<file path="config.mk">
export PLATFORM = sky130hd
export DESIGN_NAME = control_unit
export DESIGN_NICKNAME = d
export VERILOG_FILES = /design/src/rtl/control_unit.sv
export SDC_FILE = /design/constraint.sdc
export NUM_CORES = 1
export LEC_CHECK = 0
export BUFFER_PORTS_ARGS = -buffer_cell sky130_fd_sc_hd__buf_2
export CAP_MARGIN = 10
export CORE_ASPECT_RATIO = 0.6
export CORE_UTILIZATION = 40
export CTS_BUF_LIST = sky130_fd_sc_hd__clkbuf_4 sky130_fd_sc_hd__clkbuf_8 sky130_fd_sc_hd__clkbuf_16
export DETAILED_ROUTE_END_ITERATION = 6
export HOLD_SLACK_MARGIN = 0.08
export PLACE_DENSITY = 0.69
export SLEW_MARGIN = 10
export SYNTH_ARGS = -nofsm -noshare
export SYNTH_HDL_FRONTEND = slang
export SYNTH_SLANG_ARGS = --single-unit
</file>
<file path="constraint.sdc">
create_clock -name clk -period 1.6 [get_ports clk]
set_input_delay 0.24 -clock clk [delete_from_list [all_inputs] [get_ports clk]]
set_output_delay 0.24 -clock clk [all_outputs]
set_load 0.02 [all_outputs]
</file>
<file path="src/rtl/control_unit.sv">
// Multi-cycle FETCH/DECODE/EXEC sequencer for the HRM CPU: owns PC and IR and
// steers R, data memory, ALU and the inbox/outbox handshakes.
module control_unit #(
   parameter int PC_W   = 8,
   parameter int ADDR_W = 8
) (
   input  logic              clk,
   input  logic              rst,
   input  logic [7:0]        iProg,
   input  logic [7:0]        iR,
   input  logic              iInEmpty,
   input  logic              iOutFull,
   output logic [PC_W-1:0]   oPC,
   output logic [ADDR_W-1:0] oAddr,
   output logic [1:0]        muxR,
   output logic              wR,
   output logic              wM,
   output logic              muxM,
   output logic [1:0]        aluOp,
   output logic              oInPop,
   output logic              oOutPush,
   output logic              oHalt,
   output logic              oIllegal
);

   localparam logic [3:0] OP_INBOX    = 4'h0;
   localparam logic [3:0] OP_OUTBOX   = 4'h1;
   localparam logic [3:0] OP_COPYFROM = 4'h2;
   localparam logic [3:0] OP_COPYTO   = 4'h3;
   localparam logic [3:0] OP_ADD      = 4'h4;
   localparam logic [3:0] OP_SUB      = 4'h5;
   localparam logic [3:0] OP_BUMPUP   = 4'h6;
   localparam logic [3:0] OP_BUMPDN   = 4'h7;
   localparam logic [3:0] OP_JUMP     = 4'h8;
   localparam logic [3:0] OP_JUMPZ    = 4'h9;
   localparam logic [3:0] OP_JUMPN    = 4'hA;

   typedef enum logic [2:0] {
      FETCH, DECODE, FETCH_OP, LOAD_OP, EXEC, MEMRD, HALTED
   } state_t;

   state_t          r_state;
   state_t          w_next;
   logic [PC_W-1:0] r_pc;
   logic [3:0]      r_ir;
   logic [7:0]      r_op;
   logic            r_illegal;
   logic            w_hasOperand;
   logic            w_illegalOp;
   logic [PC_W-1:0] w_target;

   // Only the opcode nibble of the instruction is ever consulted after DECODE.
   assign w_hasOperand = (iProg[7:4] >= OP_COPYFROM) && (iProg[7:4] <= OP_JUMPN);
   assign w_illegalOp  = (r_ir >= 4'hB) && (r_ir <= 4'hE);
   assign w_target     = PC_W'(r_op);
   assign oPC          = r_pc;
   assign oAddr        = r_op[ADDR_W-1:0];

   always_ff @(posedge clk) begin
      if (rst) r_state <= FETCH;
      else     r_state <= w_next;
   end

   always_ff @(posedge clk) begin
      if (rst) begin
         r_pc      <= '0;
         r_ir      <= '0;
         r_op      <= '0;
         r_illegal <= 1'b0;
      end else begin
         case (r_state)
            DECODE: begin
               r_ir <= iProg[7:4];
               r_pc <= r_pc + PC_W'(1);
            end
            LOAD_OP: begin
               r_op <= iProg;
               r_pc <= r_pc + PC_W'(1);
            end
            EXEC: begin
               if (r_ir == OP_JUMP) r_pc <= w_target;
               if (r_ir == OP_JUMPZ && iR == 8'd0) r_pc <= w_target;
               if (r_ir == OP_JUMPN && iR[7]) r_pc <= w_target;
               if (w_illegalOp) r_illegal <= 1'b1;
            end
            default: ;
         endcase
      end
   end

   // INBOX/OUTBOX simply hold in EXEC while their FIFO is not ready.
   always_comb begin
      w_next = r_state;
      case (r_state)
         FETCH:    w_next = DECODE;
         DECODE:   w_next = w_hasOperand ? FETCH_OP : EXEC;
         FETCH_OP: w_next = LOAD_OP;
         LOAD_OP:  w_next = EXEC;
         EXEC: begin
            case (r_ir)
               OP_INBOX:  w_next = iInEmpty ? EXEC : FETCH;
               OP_OUTBOX: w_next = iOutFull ? EXEC : FETCH;
               OP_COPYTO, OP_JUMP, OP_JUMPZ, OP_JUMPN: w_next = FETCH;
               OP_COPYFROM, OP_ADD, OP_SUB, OP_BUMPUP, OP_BUMPDN: w_next = MEMRD;
               default:   w_next = HALTED;
            endcase
         end
         MEMRD:    w_next = FETCH;
         HALTED:   w_next = HALTED;
         default:  w_next = FETCH;
      endcase
   end

   // Outputs are forced quiet while rst is high so a pending pop/push never fires.
   always_comb begin
      muxR     = 2'b00;
      wR       = 1'b0;
      wM       = 1'b0;
      muxM     = 1'b0;
      aluOp    = 2'b00;
      oInPop   = 1'b0;
      oOutPush = 1'b0;
      oHalt    = 1'b0;
      oIllegal = 1'b0;
      if (!rst) begin
         case (r_state)
            EXEC: begin
               if (r_ir == OP_INBOX && !iInEmpty) begin
                  oInPop = 1'b1;
                  wR     = 1'b1;
               end
               if (r_ir == OP_OUTBOX && !iOutFull) oOutPush = 1'b1;
               if (r_ir == OP_COPYTO) wM = 1'b1;
            end
            MEMRD: begin
               wR = 1'b1;
               case (r_ir)
                  OP_COPYFROM: muxR = 2'b01;
                  OP_ADD: begin
                     muxR  = 2'b11;
                     aluOp = 2'b00;
                  end
                  OP_SUB: begin
                     muxR  = 2'b11;
                     aluOp = 2'b01;
                  end
                  OP_BUMPUP: begin
                     muxR  = 2'b11;
                     wM    = 1'b1;
                     muxM  = 1'b1;
                     aluOp = 2'b10;
                  end
                  OP_BUMPDN: begin
                     muxR  = 2'b11;
                     wM    = 1'b1;
                     muxM  = 1'b1;
                     aluOp = 2'b11;
                  end
                  default: wR = 1'b0;
               endcase
            end
            HALTED: begin
               oHalt    = 1'b1;
               oIllegal = r_illegal;
            end
            default: ;
         endcase
      end
   end

endmodule

</file>
== Word level (Yosys, flattened, before mapping) ==
Cells that the tools add are included.

* Logic and storage cells: 80
* Bits in registers: 24
* Bits of input ports: 20
* Output and inout bits: 27

* Reductions and logical operators: 19
* Order comparisons: 4
* Multiplexer cells: 34
* Add/subtract/negate cells: 1
* Equality and inequality tests: 17

{| class="wikitable"
|+ Operators with widths
! cell !! number
|-
| 8-bit two-way mux || 3
|-
| 3-bit case mux with 6 select lines || 1
|-
| 1-bit two-way mux || 17
|-
| 4-bit by 3-bit == test with 1-bit output, second input constant || 4
|-
| 8-bit case mux with 2 select lines || 1
|-
| 4-bit == test, second input constant || 3
|-
| 3-bit case mux with 4 select lines || 1
|-
| 3-bit == test, second input constant || 3
|-
| 3-bit two-way mux || 3
|-
| 8-bit by 1-bit adder with 8-bit output, second input constant || 1
|-
| 4-bit by 2-bit == test with 1-bit output, second input constant || 2
|-
| 4-bit less-or-equal comparator, second input constant || 2
|-
| 8-bit logical NOT || 1
|-
| 2-bit two-way mux || 4
|-
| 4-bit OR reduction || 2
|-
| 3-bit by 2-bit == test with 1-bit output, second input constant || 2
|-
| 1-bit logical AND || 6
|-
| 2-bit case mux with 3 select lines || 1
|-
| 5-bit OR reduction || 1
|-
| 4-bit by 1-bit == test with 1-bit output, second input constant || 1
|-
| 4-bit by 2-bit greater-or-equal comparator with 1-bit output, second input constant || 1
|-
| 4-bit greater-or-equal comparator, second input constant || 1
|-
| 4-bit logical NOT || 1
|-
| 4-bit inequality test, second input constant || 1
|-
| 8 further kinds || 12
|}

== Longest topological paths before layout ==
* Depth in word-level cells: 5
* Gate-level depth with buffers: 7
* Mapped depth without buffers: 5

== Worst setup path before layout ==
Ideal clock, no wire load.

* Path type: input to output
* Start: input rst
* End: output wR
* Path slack: -0.461 ns
* Stages on the path: 6
* Path buffers: 1
* Data arrival time: 1.821 ns
* Required time: 1.360 ns
* Cells stage by stage: buf_6 -> nand2b_4 -> or3_4 -> or4_4 -> nor3_2 -> or2_1

* Cells in the longest elaborated chain, start to end: 1

{| class="wikitable"
|+ RTL lines
! item !! line !! source
|-
| start: declaration || 8 || <nowiki>input logic rst,</nowiki>
|-
| 1-bit two-way mux || 125 || <nowiki>if (!rst) begin</nowiki>
|-
| end: declaration || 16 || <nowiki>output logic wR,</nowiki>
|}

No other way between the ends.

== Worst setup path in the final report ==
* Start: register r_state[2]
* End: output wR

* Cells in the longest elaborated chain, start to end: 3
* Elaborated cells on any way between the ends: 4
* Classes of those cells: eq/ne: 2; mux: 2

{| class="wikitable"
|+ RTL lines
! item !! line !! source
|-
| start: declaration || 42 || <nowiki>state_t r_state;</nowiki>
|-
| start signal: assignment || 61 || <nowiki>else r_state <= w_next;</nowiki>
|-
| 3-bit == test || 126 || <nowiki>case (r_state)</nowiki>
|-
| 1-bit case mux with 2 select lines (*) || 126 ||
|-
| 1-bit two-way mux (*) || 125 ||
|}

Mark *: on every way between the ends. The rest lies on a longest branch, timed or not.

==> results.py <==
metrics = {
    "power_and_ir_drop": {
        "seq_power_share": 0.402,
        "swShare": 0.3001,
        "combPwrFrac": 0.274,
        "internal-power_w": 0.001161,
        "p_leak_nw": 0.8794,
        "power_frac_clock": 0.324,
        "power_density_mw_per_mm2": 818.1,
        "vdd.ir_drop.worst_mv": 0.4128,
        "p_switching_w": 0.0004976,
    },
    "drt": {
        "viasPerCell": 5.467,
        "num_vias": 1558,
        "drcViolationCount": 0,
        "firstDrtPassIters": 4,
        "final_antenna_net_count": 0,
        "drt-initial-drc-count": 130,
        "drt-wirelength-per-cell_um": 14.53,
        "wl_um": 4141,
    },
    "layout": {
        "regArea_um2": 490.5,
        "multi_input_area_um2": 945.9,
        "nNetsFinal": 262,
        "drive_gt1_frac": 0.4292,
        "area_growth_pct": 38.70,
        "n_antenna_cell": 0,
        "fillerInstances": 314,
    },
    "clock_tree": {
        "cts_buffers": 3,
        "clock-sinks": 24,
        "clkLatencyLatePin_ps": 270,
        "cts_tree": "done",
        "clockBufferDepth": 2,
        "htree_levels": 1,
        "clk_pin_slew_worst_paths_ps": 90,
        "clockRootBuffer": "clkbuf_8",
    },
    "global_route": {
        "grt-ovfl-total": 0,
        "grt_first_pass_wirelength_um": 6734,
        "grt_usage": 0.2225,
        "antenna_found_initial": 0,
        "grt_pass1_vias": 1375,
        "grt_start_max_net_pins": 25,
    },
    "sta": {
        "worst_pin_slew_ps": 416.5,
        "slew_headroom": 0.7217,
        "slew_viol_final": 0,
        "max_freq_mhz": 472.7,
        "finalWorstSetupSlack_ps": -515.6,
        "hold_ws_ps": 212.4,
        "final.setup.tns_ps": -3098,
        "hold_violations": 0,
        "report.final.setup_viol": 17,
        "fin_crit_ps": 2116,
        "fin_skew_ps": 3.570,
        "finalCritPeriodShare": 1.322,
        "rsz0062_at_grt": "true",
    },
    "placement": {
        "io_buffers": 46,
        "dp_hpwl_um": 2870,
        "routabilityCongestion": 0.8224,
    },
    "floorplan": {
        "io_pins": 47,
        "start_util": 0.4345,
        "die_w_um": 80.04,
        "die-height_um": 48.82,
        "core_mm2": 0.003363,
        "num_rows": 16,
        "dieArea_mm2": 0.003907,
    },
    "worst_setup_path": {
        "end_kind": "output port",
        "crit_path_start_kind": "flop",
        "worst_ep_arrival_time_ps": 1880,
        "path_class": "flop to output port",
        "worst-endpoint-required_ps": 1360,
        "cp_max_fo": 2,
    },
    "yosys": {
        "syn_avg_cell_area_um2": 7.986,
        "synth_warnings": 0,
        "synth.distinct_cells": 49,
        "ys_seq_elements": 24,
        "dominantRegCellSynth": "dfxtp_1",
        "synth_nets": 204,
        "syn_area_mm2": 0.001461,
        "synth_edf_count": 0,
        "seq_area_frac_synth": 0.3288,
        "synthCells": 183,
        "async_flop_share": 0,
    },
    "run_status": {
        "violations": "negative setup slack",
        "outcome": "complete, but fails checks",
    },
    "flow_run": {
        "cap_viol_max_count": 0,
    },
    "hold_path": {
        "min_path_type": "input pin to flop",
    },
}
[Yosys cell counts (2+ instances only)]
master / number / area share
inv_1: 2 / 0.0051
mux2i_1: 5 / 0.034
nor2_1: 18 / 0.046
clkbuf_1: 5 / 0.013
or3_1: 3 / 0.013
and2_1: 2 / 0.0086
buf_6: 3 / 0.023
nor3_1: 5 / 0.017
nand2b_1: 2 / 0.0086
nor4_1: 3 / 0.013
a31oi_1: 3 / 0.013
nand3_1: 8 / 0.027
clkbuf_8: 4 / 0.038
o21a_1: 2 / 0.010
nand2_1: 24 / 0.062
nor3b_1: 2 / 0.010
o21ai_0: 8 / 0.027
dfxtp_1: 24 / 0.33
or4_4: 3 / 0.023
o21ai_1: 4 / 0.014
a21oi_1: 24 / 0.082
nand4_1: 2 / 0.0086
[power groups by stage]
stage               logic, W  clock network [W]  registers (W)
finish              0.000454           0.000537       0.000667
global route        0.000493           0.000573       0.000671
CTS                 0.000429           0.000543       0.000663
detailed placement  0.000405                  0       0.000675
global placement    0.000403                  0       0.000675
floorplan           0.000262                  0       0.000689
[repair_timing]
item,4_1_cts,5_1_grt
hold buffers,0,0
pin swaps,3,3
buffers inserted,2,0
setup endpoints to repair,18,25
gates resized for setup,28,15
[state kept, by name, indices dropped and copies added (netlist names)]
register   flops
oAddr          8
r_illegal      1
r_state        3
oPC            8
r_ir           4
[logic make-up after synthesis]
family          share of synthesized area
compound gates                     0.2046
buf+inv                           0.08733
flops                              0.3288
fa+ha+maj                        0.008560
simple gates                       0.3305
mux                               0.03425
xor+xnor                         0.005994
[metrics by stage]
step	instance area [um2]	util	std cells	setup slack [ps]	total power [W]
floorplan	1485	-	183	-356.5	0.0009506
global placement	1798	0.5346	280	-288.1	0.001078
detailed placement	1798	0.5346	280	-316.3	0.001080
CTS	1974	0.5871	285	-490.5	0.001636
global route	2027	0.6027	285	-565.9	0.001737
finish	2027	0.6027	285	-515.6	0.001658
[cells in the final DEF, fill, tap and decap left out, types with 4 or more instances in the layout]
cell type,instances
nand3_1,8
buf_2,37
nand2_1,23
a21oi_1,22
nor2_1,17
dfxtp_1,20
buf_4,19
buf_6,10
o21ai_1,4
o21ai_0,8
mux2i_1,5
[path summary, 6_finish.rpt]
check,start,endpoint,slack [ps],depth (start not counted)
min,iProg[3],oAddr[3]$_SDFFE_PP0N_,210,3
max reg2reg,r_state[2]$_SDFF_PP0_,oPC[5]$_SDFFE_PP0P_,-230,6
max,r_state[2]$_SDFF_PP0_,wR,-520,6
min reg2reg,oAddr[1]$_SDFFE_PP0N_,oAddr[1]$_SDFFE_PP0N_,490,2
[critical path, stage by stage (launching register included)]
cell and delay [ps]:
dfxtp_2 360, nand2b_4 60, or3_4 320, or4_4 450, nor3_4 150, or2_4 150, buf_6 110
[routing by layer]
layer / up-vias / share of wire / GRT usage
met1: 703 / 0.50 / 0.3434
met4: 0 / 0.015 / 0.05655
met3: 8 / 0.097 / 0.05421
met2: 77 / 0.39 / 0.3034
li1: 770 / - / -
met5: - / 0 / 0
[layout make-up]
| type | count | area share |
|---|---|---|
| clock inverter | 1 | 0.01481 |
| inverter | 2 | 0.003704 |
| multi-input combinational | 143 | 0.4667 |
| timing repair buffer | 67 | 0.2247 |
| sequential | 24 | 0.2420 |
| tap | 45 | 0.02778 |
| clock buffer | 3 | 0.02037 |
Note: power is estimated with default switching activity, not from simulation.
